==> src/rtl/instr_prefetch_buffer_pkg.sv <==
// instr_prefetch_buffer_pkg: shared widths, NOP encoding, FIFO entry layout and request FSM states
package instr_prefetch_buffer_pkg;
    localparam int INSTR_WIDTH = 32;
    localparam int DATA_WIDTH = 32;
    localparam logic [INSTR_WIDTH-1:0] NOP_INSTR = 32'h0000_0013;
    typedef enum logic [1:0] {IDLE, REQ, REQ_DISCARD} req_state_e;
    typedef struct packed {
        logic [INSTR_WIDTH-1:0] instr;
        logic [DATA_WIDTH-1:0] pc;
    } fifo_entry_t;
endpackage

==> src/rtl/prefetch_fifo.sv <==
// prefetch_fifo: synchronous FIFO holding fetched words with their PCs; flush beats push
module prefetch_fifo #(
    parameter int DEPTH = 4,
    parameter int WIDTH = 64
) (
    input  logic                     clk,
    input  logic                     rst_n,
    input  logic                     push,
    input  logic                     pop,
    input  logic                     flush,
    input  logic [WIDTH-1:0]         wdata,
    output logic [WIDTH-1:0]         rdata,
    output logic [$clog2(DEPTH):0]   count,
    output logic                     full,
    output logic                     empty
);
    localparam int AW = $clog2(DEPTH);
    localparam int CW = AW + 1;
    logic [WIDTH-1:0] mem [DEPTH];
    logic [AW-1:0] wr_ptr, rd_ptr;
    logic do_push, do_pop;
    assign empty = count == '0;
    assign full = count == CW'(DEPTH);
    assign do_pop = pop && !empty;
    assign do_push = push && (!full || do_pop);
    assign rdata = mem[rd_ptr];
    always_ff @(posedge clk or negedge rst_n) begin
        if (!rst_n) begin
            wr_ptr <= '0;
            rd_ptr <= '0;
            count <= '0;
        end else if (flush) begin
            wr_ptr <= '0;
            rd_ptr <= '0;
            count <= '0;
        end else begin
            wr_ptr <= do_push ? wr_ptr + 1'b1 : wr_ptr;
            rd_ptr <= do_pop ? rd_ptr + 1'b1 : rd_ptr;
            count <= count + CW'(do_push) - CW'(do_pop);
        end
    end
    always_ff @(posedge clk) begin
        if (do_push && !flush) mem[wr_ptr] <= wdata;
    end
endmodule

==> src/rtl/instr_prefetch_buffer.sv <==
// instr_prefetch_buffer: credit-limited instruction prefetcher with in-order queue and
// redirect flush that drops responses still owed for the abandoned path.
module instr_prefetch_buffer
    import instr_prefetch_buffer_pkg::*;
#(
    parameter int DEPTH = 4,
    parameter int MAX_OUTSTANDING = 2,
    parameter logic [31:0] RESET_PC = 32'h0000_0000
) (
    input  logic        clk,
    input  logic        rst_n,
    input  logic        redirect_i,
    input  logic [31:0] redirect_pc_i,
    input  logic        fetch_ready_i,
    output logic        fetch_valid_o,
    output logic [31:0] fetch_instr_o,
    output logic [31:0] fetch_pc_o,
    output logic        imem_req_o,
    output logic [31:0] imem_addr_o,
    input  logic        imem_gnt_i,
    input  logic        imem_rvalid_i,
    input  logic [31:0] imem_rdata_i
);
    localparam int CW = $clog2(DEPTH) + 1;
    req_state_e state, state_n;
    logic [CW-1:0] outstanding, discard_cnt, fifo_count;
    logic [CW:0] outstanding_n, fifo_count_n;
    logic [31:0] req_pc, resp_pc, addr, target, req_pc_eff;
    logic gnt_fire, push, pop, launch, credit, fifo_empty, fifo_full;
    fifo_entry_t head;

    assign imem_req_o = state != IDLE;
    assign imem_addr_o = addr;
    assign gnt_fire = imem_req_o && imem_gnt_i;
    assign target = redirect_pc_i & ~32'd3;
    assign req_pc_eff = redirect_i ? target : req_pc;
    assign push = imem_rvalid_i && discard_cnt == '0 && !redirect_i;
    assign pop = fetch_valid_o && fetch_ready_i && !redirect_i;
    assign outstanding_n = {1'b0, outstanding} + (CW+1)'(gnt_fire) - (CW+1)'(imem_rvalid_i);
    assign fifo_count_n = redirect_i ? '0 : {1'b0, fifo_count} + (CW+1)'(push) - (CW+1)'(pop);
    // Credit is judged on next-cycle occupancy so a new request can follow a grant directly
    assign credit = (fifo_count_n + outstanding_n) < (CW+1)'(DEPTH)
                 && outstanding_n < (CW+1)'(MAX_OUTSTANDING);

    always_comb begin
        state_n = state;
        launch = 1'b0;
        if (state == IDLE || gnt_fire) begin
            launch = credit;
            state_n = credit ? REQ : IDLE;
        end else if (redirect_i) begin
            state_n = REQ_DISCARD;
        end
    end

    always_ff @(posedge clk or negedge rst_n) begin
        if (!rst_n) begin
            state <= IDLE;
            outstanding <= '0;
            discard_cnt <= '0;
            req_pc <= RESET_PC;
            resp_pc <= RESET_PC;
            addr <= RESET_PC;
        end else begin
            state <= state_n;
            outstanding <= outstanding_n[CW-1:0];
            discard_cnt <= redirect_i ? outstanding_n[CW-1:0]
                         : discard_cnt + CW'(state == REQ_DISCARD && gnt_fire)
                                       - CW'(imem_rvalid_i && discard_cnt != '0);
            req_pc <= launch ? req_pc_eff + 32'd4 : req_pc_eff;
            addr <= launch ? req_pc_eff : addr;
            resp_pc <= redirect_i ? target : push ? resp_pc + 32'd4 : resp_pc;
        end
    end

    prefetch_fifo #(.DEPTH(DEPTH), .WIDTH($bits(fifo_entry_t))) fifo (
        .clk   (clk),
        .rst_n (rst_n),
        .push  (push),
        .pop   (pop),
        .flush (redirect_i),
        .wdata ({imem_rdata_i, resp_pc}),
        .rdata (head),
        .count (fifo_count),
        .full  (fifo_full),
        .empty (fifo_empty)
    );

    assign fetch_valid_o = !fifo_empty;
    assign fetch_instr_o = fifo_empty ? NOP_INSTR : head.instr;
    assign fetch_pc_o = fifo_empty ? RESET_PC : head.pc;

    assert property (@(posedge clk) disable iff (!rst_n) !(push && fifo_full && !pop))
        else $error("instr_prefetch_buffer: FIFO overflow");
endmodule

==> config.mk <==
export PLATFORM = sky130hd
export DESIGN_NAME = instr_prefetch_buffer
export DESIGN_NICKNAME = d
export VERILOG_FILES = /design/src/rtl/instr_prefetch_buffer_pkg.sv /design/src/rtl/prefetch_fifo.sv /design/src/rtl/instr_prefetch_buffer.sv
export SDC_FILE = /design/constraint.sdc
export NUM_CORES = 1
export LEC_CHECK = 0
export BUFFER_PORTS_ARGS = -buffer_cell sky130_fd_sc_hd__buf_2
export CAP_MARGIN = 20
export CELL_PAD_IN_SITES_DETAIL_PLACEMENT = 2
export CELL_PAD_IN_SITES_GLOBAL_PLACEMENT = 2
export CORE_MARGIN = 2
export CORE_UTILIZATION = 38
export CTS_BUF_LIST = sky130_fd_sc_hd__clkbuf_4 sky130_fd_sc_hd__clkbuf_8 sky130_fd_sc_hd__clkbuf_16
export DETAILED_ROUTE_END_ITERATION = 12
export PLACE_DENSITY = 0.73
export SYNTH_ARGS = -nofsm -noshare
export SYNTH_HDL_FRONTEND = slang
export SYNTH_SLANG_ARGS = --single-unit
export TNS_END_PERCENT = 50
==> constraint.sdc <==
create_clock -name clk -period 4.2 [get_ports clk]
set_input_delay 0.42 -clock clk [delete_from_list [all_inputs] [get_ports clk]]
set_output_delay 0.42 -clock clk [all_outputs]
set_load 0.02 [all_outputs]
==> results.md <==
| Metric | This run | Unit |
|:---|:---|:---|
| Outcome | complete, no violations | - |
| Initial drt markers | 436 | - |
| Vias | 9,253 | - |
| Ys async rst share | 30.5 | % |
| Via count of the first global-routing pass | 10,400 | - |
| Worst Setup Slack post-DPL | -0.0541 | ns |
| Routed wirelength normalized by instance count | 22.7 | um |
| Final setup violation count | 0 | - |
| Pwr dens | 630 | nW/um2 |
| Clock Sinks | 357 | - |
| # fillers | 3,826 | - |
| Remaining design rule violation count | 0 | - |
| Most used DFF post-synth | sky130_fd_sc_hd__edfxtp_1 | - |
| Detailed-route wire length | 40,200 | um |
| Worst-skew pair later-pin latency | 0.56 | ns |
| Net switching power | 0.00387 | W |
| Number of inserted diodes | 0 | - |
| Mean cell area of the mapped netlist | 15.3 | um2 |
| Sequential share of power | 37.6 | % |
| Effective utilization at floorplan | 38.4 | % |
| Type of the worst min-delay path | primary input to register | - |
| Die outline width | 204 | um |
| Startpoint-to-endpoint class of the critical path | register to register | - |
| Max cap viols | 0 | - |
| FF+latch area | 10,200 | um2 |
| Worst hold slack | 0.0753 | ns |
| Number of nets at the end of the flow | 1,309 | - |
| Final total power | 0.0118 | W |
| Ratio of cells with drive above 1 in the final layout | 32.5 | % |
| Post-synthesis sequential element count | 357 | - |
| R2r worst-path depth | 16 | - |
| Transition time at the pin with the least slew margin | 0.988 | ns |
| Post-synth cell types | 62 | - |
| Area of the die | 41,700 | um2 |
| Max Root-Sink Buffers | 3 | - |
| Portion of the clock cycle consumed by the worst path in the final layout | 99.7 | % |
| HPWL reported at the end of detailed placement | 25,900 | um |
| Total internal power | 0.00794 | W |
| Router iterations before antenna repair | 4 | - |
| Library cell used as clock root buffer | sky130_fd_sc_hd__clkbuf_16 | - |
| Number of antenna violations at the first check in global routing | 2 | - |
| Number of flops mapped to enable cells by yosys | 248 | - |
| Global-route wire length before repair | 61,600 | um |
| Period minus WS final | 4.19 | ns |
| Number of warning messages in the yosys log | 0 | - |
| Switching part of the total power | 32.8 | % |
| Slew Limit Headroom | 32.3 | % |
| Final Hold Viols | 0 | - |
| Most frequent standard cell in the layout excluding fill and tap cells | sky130_fd_sc_hd__edfxtp_1 | - |
| Kind of start point of the critical path | register | - |
| Final Slew Violations | 0 | - |
| Clock transition at path regs | 0.06 | ns |
| Leakage power total | 6.96 | nW |
| Area of the multi-input gates | 5050 | um2 |
| Sum of overflow across all layers after global routing | 0 | - |
| Placer Congestion | 0.755 | - |
| Final setup slack of the worst path | 0.0140 | ns |
| TritonCTS buffer count | 42 | - |
| Max Clock Skew | 0.0241 | ns |
| Count of port buffers added during placement | 163 | - |
| Instance count along the most critical hold path | 2 | - |
| Unrepaired setup endpoints after global routing | true | - |
| Max H-tree Level | 2 | - |
| Maximum net fanout on the critical path | 7 | - |
| Layout overhead on the synthesized area | 23.1 | % |
| Worst path required time | 4.62 | ns |
| Post-Synthesis Cell Area | 15,200 | um2 |
| Core Rows | 73 | - |
| Arrival time at the worst endpoint | 4.61 | ns |
| Height of the die | 204 | um |
| Maximum number of pins on one net before global-route repair | 81 | - |
| Detail Route Antenna Nets | 0 | - |
| Total I/O pin count | 168 | - |
| TritonCTS clock tree | yes | - |
| Total Routing Usage GR | 19.4 | % |
| Mapped Cells | 997 | - |
| Average vias per placed instance | 5.23 | - |
| Timing-limited maximum frequency | 239 | MHz |
| Logic gate share of total power | 30.9 | % |
| Most frequent cells in the layout | sky130_fd_sc_hd__edfxtp_1, sky130_fd_sc_hd__buf_2, sky130_fd_sc_hd__dfrtp_1 | - |
| Total negative setup slack | 0 | ns |
| Share of total power in the clock network | 31.5 | % |
| Core region area | 39,600 | um2 |
| Sequential fraction of the synthesis area | 66.8 | % |
| Category of the worst setup path capture point | register | - |
| Max rail drop VDD | 0.000342 | V |
-- state kept, by name, indices dropped and copies added, names as in the netlist --
| register | flops |
|---|---|
| state | 2 |
| fifo.rd_ptr | 2 |
| fifo.count | 3 |
| imem_addr_o | 32 |
| fifo.wr_ptr | 2 |
| req_pc | 32 |
| fifo.mem | 248 |
| discard_cnt | 3 |
| outstanding | 3 |
| resp_pc | 30 |
-- logic make-up after synthesis --
family	after synthesis	share of synthesized area, %
compound gates	101	4.11
mux	96	11.5
flops	357	66.8
other cells	1	0.0246
simple gates	283	9.81
buf+inv	69	1.84
xor+xnor	66	3.79
fa+ha+maj	24	2.17
-- critical path, stage by stage, from the launching register on --
cell	delay (ns)
sky130_fd_sc_hd__dfrtp_1	0.39
sky130_fd_sc_hd__nor4b_2	0.28
sky130_fd_sc_hd__buf_4	0.16
sky130_fd_sc_hd__nand2b_4	0.06
sky130_fd_sc_hd__ha_4	0.26
sky130_fd_sc_hd__inv_2	0.04
sky130_fd_sc_hd__ha_4	0.15
sky130_fd_sc_hd__fa_1	0.43
sky130_fd_sc_hd__nor2b_2	0.16
sky130_fd_sc_hd__ha_1	0.29
sky130_fd_sc_hd__and4b_1	0.19
sky130_fd_sc_hd__o21a_1	0.20
sky130_fd_sc_hd__or4_4	0.46
sky130_fd_sc_hd__a211o_4	0.42
sky130_fd_sc_hd__buf_12	0.17
sky130_fd_sc_hd__a211oi_4	0.26
sky130_fd_sc_hd__xnor2_1	0.13
-- synthesized netlist by cell type, types with 5 or more instances --
cell | count | area (um2)
sky130_fd_sc_hd__edfxtp_1 | 248 | 7450
sky130_fd_sc_hd__dfrtp_1 | 109 | 2730
sky130_fd_sc_hd__nand2_1 | 86 | 323
sky130_fd_sc_hd__nor2b_1 | 67 | 419
sky130_fd_sc_hd__mux4_2 | 62 | 1400
sky130_fd_sc_hd__o21ai_0 | 53 | 265
sky130_fd_sc_hd__xnor2_1 | 34 | 298
sky130_fd_sc_hd__nand3_1 | 32 | 160
sky130_fd_sc_hd__xor2_1 | 32 | 280
sky130_fd_sc_hd__nor2_1 | 28 | 105
sky130_fd_sc_hd__clkbuf_1 | 27 | 101
sky130_fd_sc_hd__mux2i_1 | 27 | 270
sky130_fd_sc_hd__inv_1 | 22 | 82.6
sky130_fd_sc_hd__ha_1 | 20 | 250
sky130_fd_sc_hd__buf_1 | 12 | 45.0
sky130_fd_sc_hd__nand4_1 | 12 | 75.1
sky130_fd_sc_hd__nor3_1 | 12 | 60.1
sky130_fd_sc_hd__o21ai_1 | 10 | 50.1
sky130_fd_sc_hd__nand3b_1 | 8 | 60.1
sky130_fd_sc_hd__a21oi_1 | 7 | 35.0
sky130_fd_sc_hd__mux2_2 | 6 | 67.6
sky130_fd_sc_hd__nor4_1 | 6 | 37.5
sky130_fd_sc_hd__and2_1 | 5 | 31.3
sky130_fd_sc_hd__buf_2 | 5 | 25.0
-- area by class of cell --
class | count | share of cell area, %
Inverter | 22 | 0.440
Clock inverter | 24 | 1.34
Sequential cell | 357 | 54.3
Multi-Input combinational cell | 573 | 26.9
Timing Repair Buffer | 219 | 7.27
Clock buffer | 50 | 6.21
Tap cell | 525 | 3.50
-- stage by stage --
step / cells / instance area (um2) / util [%]
after floorplan: 998 / 15500 / -
final: 1770 / 18700 / 47.3
after CTS: 1755 / 18500 / 46.7
after global placement: 1679 / 17000 / 43.0
after global routing: 1770 / 18700 / 47.3
after detailed placement: 1679 / 17000 / 43.0
-- worst paths after layout --
path / end / slack, ns / startpoint
max: req_pc[5]$_DFF_PN0_ / 0.01 / discard_cnt[0]$_DFF_PN0_
min: state[1]$_DFFE_PN0P_ / 0.08 / imem_gnt_i
max reg2reg: req_pc[5]$_DFF_PN0_ / 0.01 / discard_cnt[0]$_DFF_PN0_
min reg2reg: imem_addr_o[4]$_DFFE_PN0P_ / 0.49 / imem_addr_o[4]$_DFFE_PN0P_
max in group asynchronous: outstanding[0]$_DFF_PN0_ / 2.79 / rst_n
min in group asynchronous: imem_addr_o[27]$_DFFE_PN0P_ / 0.49 / rst_n
-- repair_timing --
action                     in CTS  in global routing
cloned                          0                  3
hold endpoints to repair       56                  0
gates resized for setup         6                 26
setup endpoints to repair      24                 57
buffers inserted                1                 12
pin swaps                       0                 12
hold buffers                    1                  0
-- power by group through the flow --
stage / combinational (W) / clock, W / sequential [W]
final: 0.00364 / 0.00372 / 0.00444
after global routing: 0.00396 / 0.00395 / 0.00450
after CTS: 0.00343 / 0.00382 / 0.00445
after detailed placement: 0.00337 / 0 / 0.00451
after global placement: 0.00325 / 0 / 0.00449
after floorplan: 0.00219 / 0 / 0.00451
-- metal layers --
| metal | GRT usage, % | vias to the layer above | wire [um] |
|---|---|---|---|
| met5 | 0 | - | 25 |
| li1 | - | 4164 | - |
| met1 | 25.6 | 4828 | 17600 |
| met3 | 3.87 | 51 | 1810 |
| met4 | 4.06 | 4 | 561 |
| met2 | 33.2 | 206 | 20200 |
No activity file was read; power rests on OpenSTA's default activity.
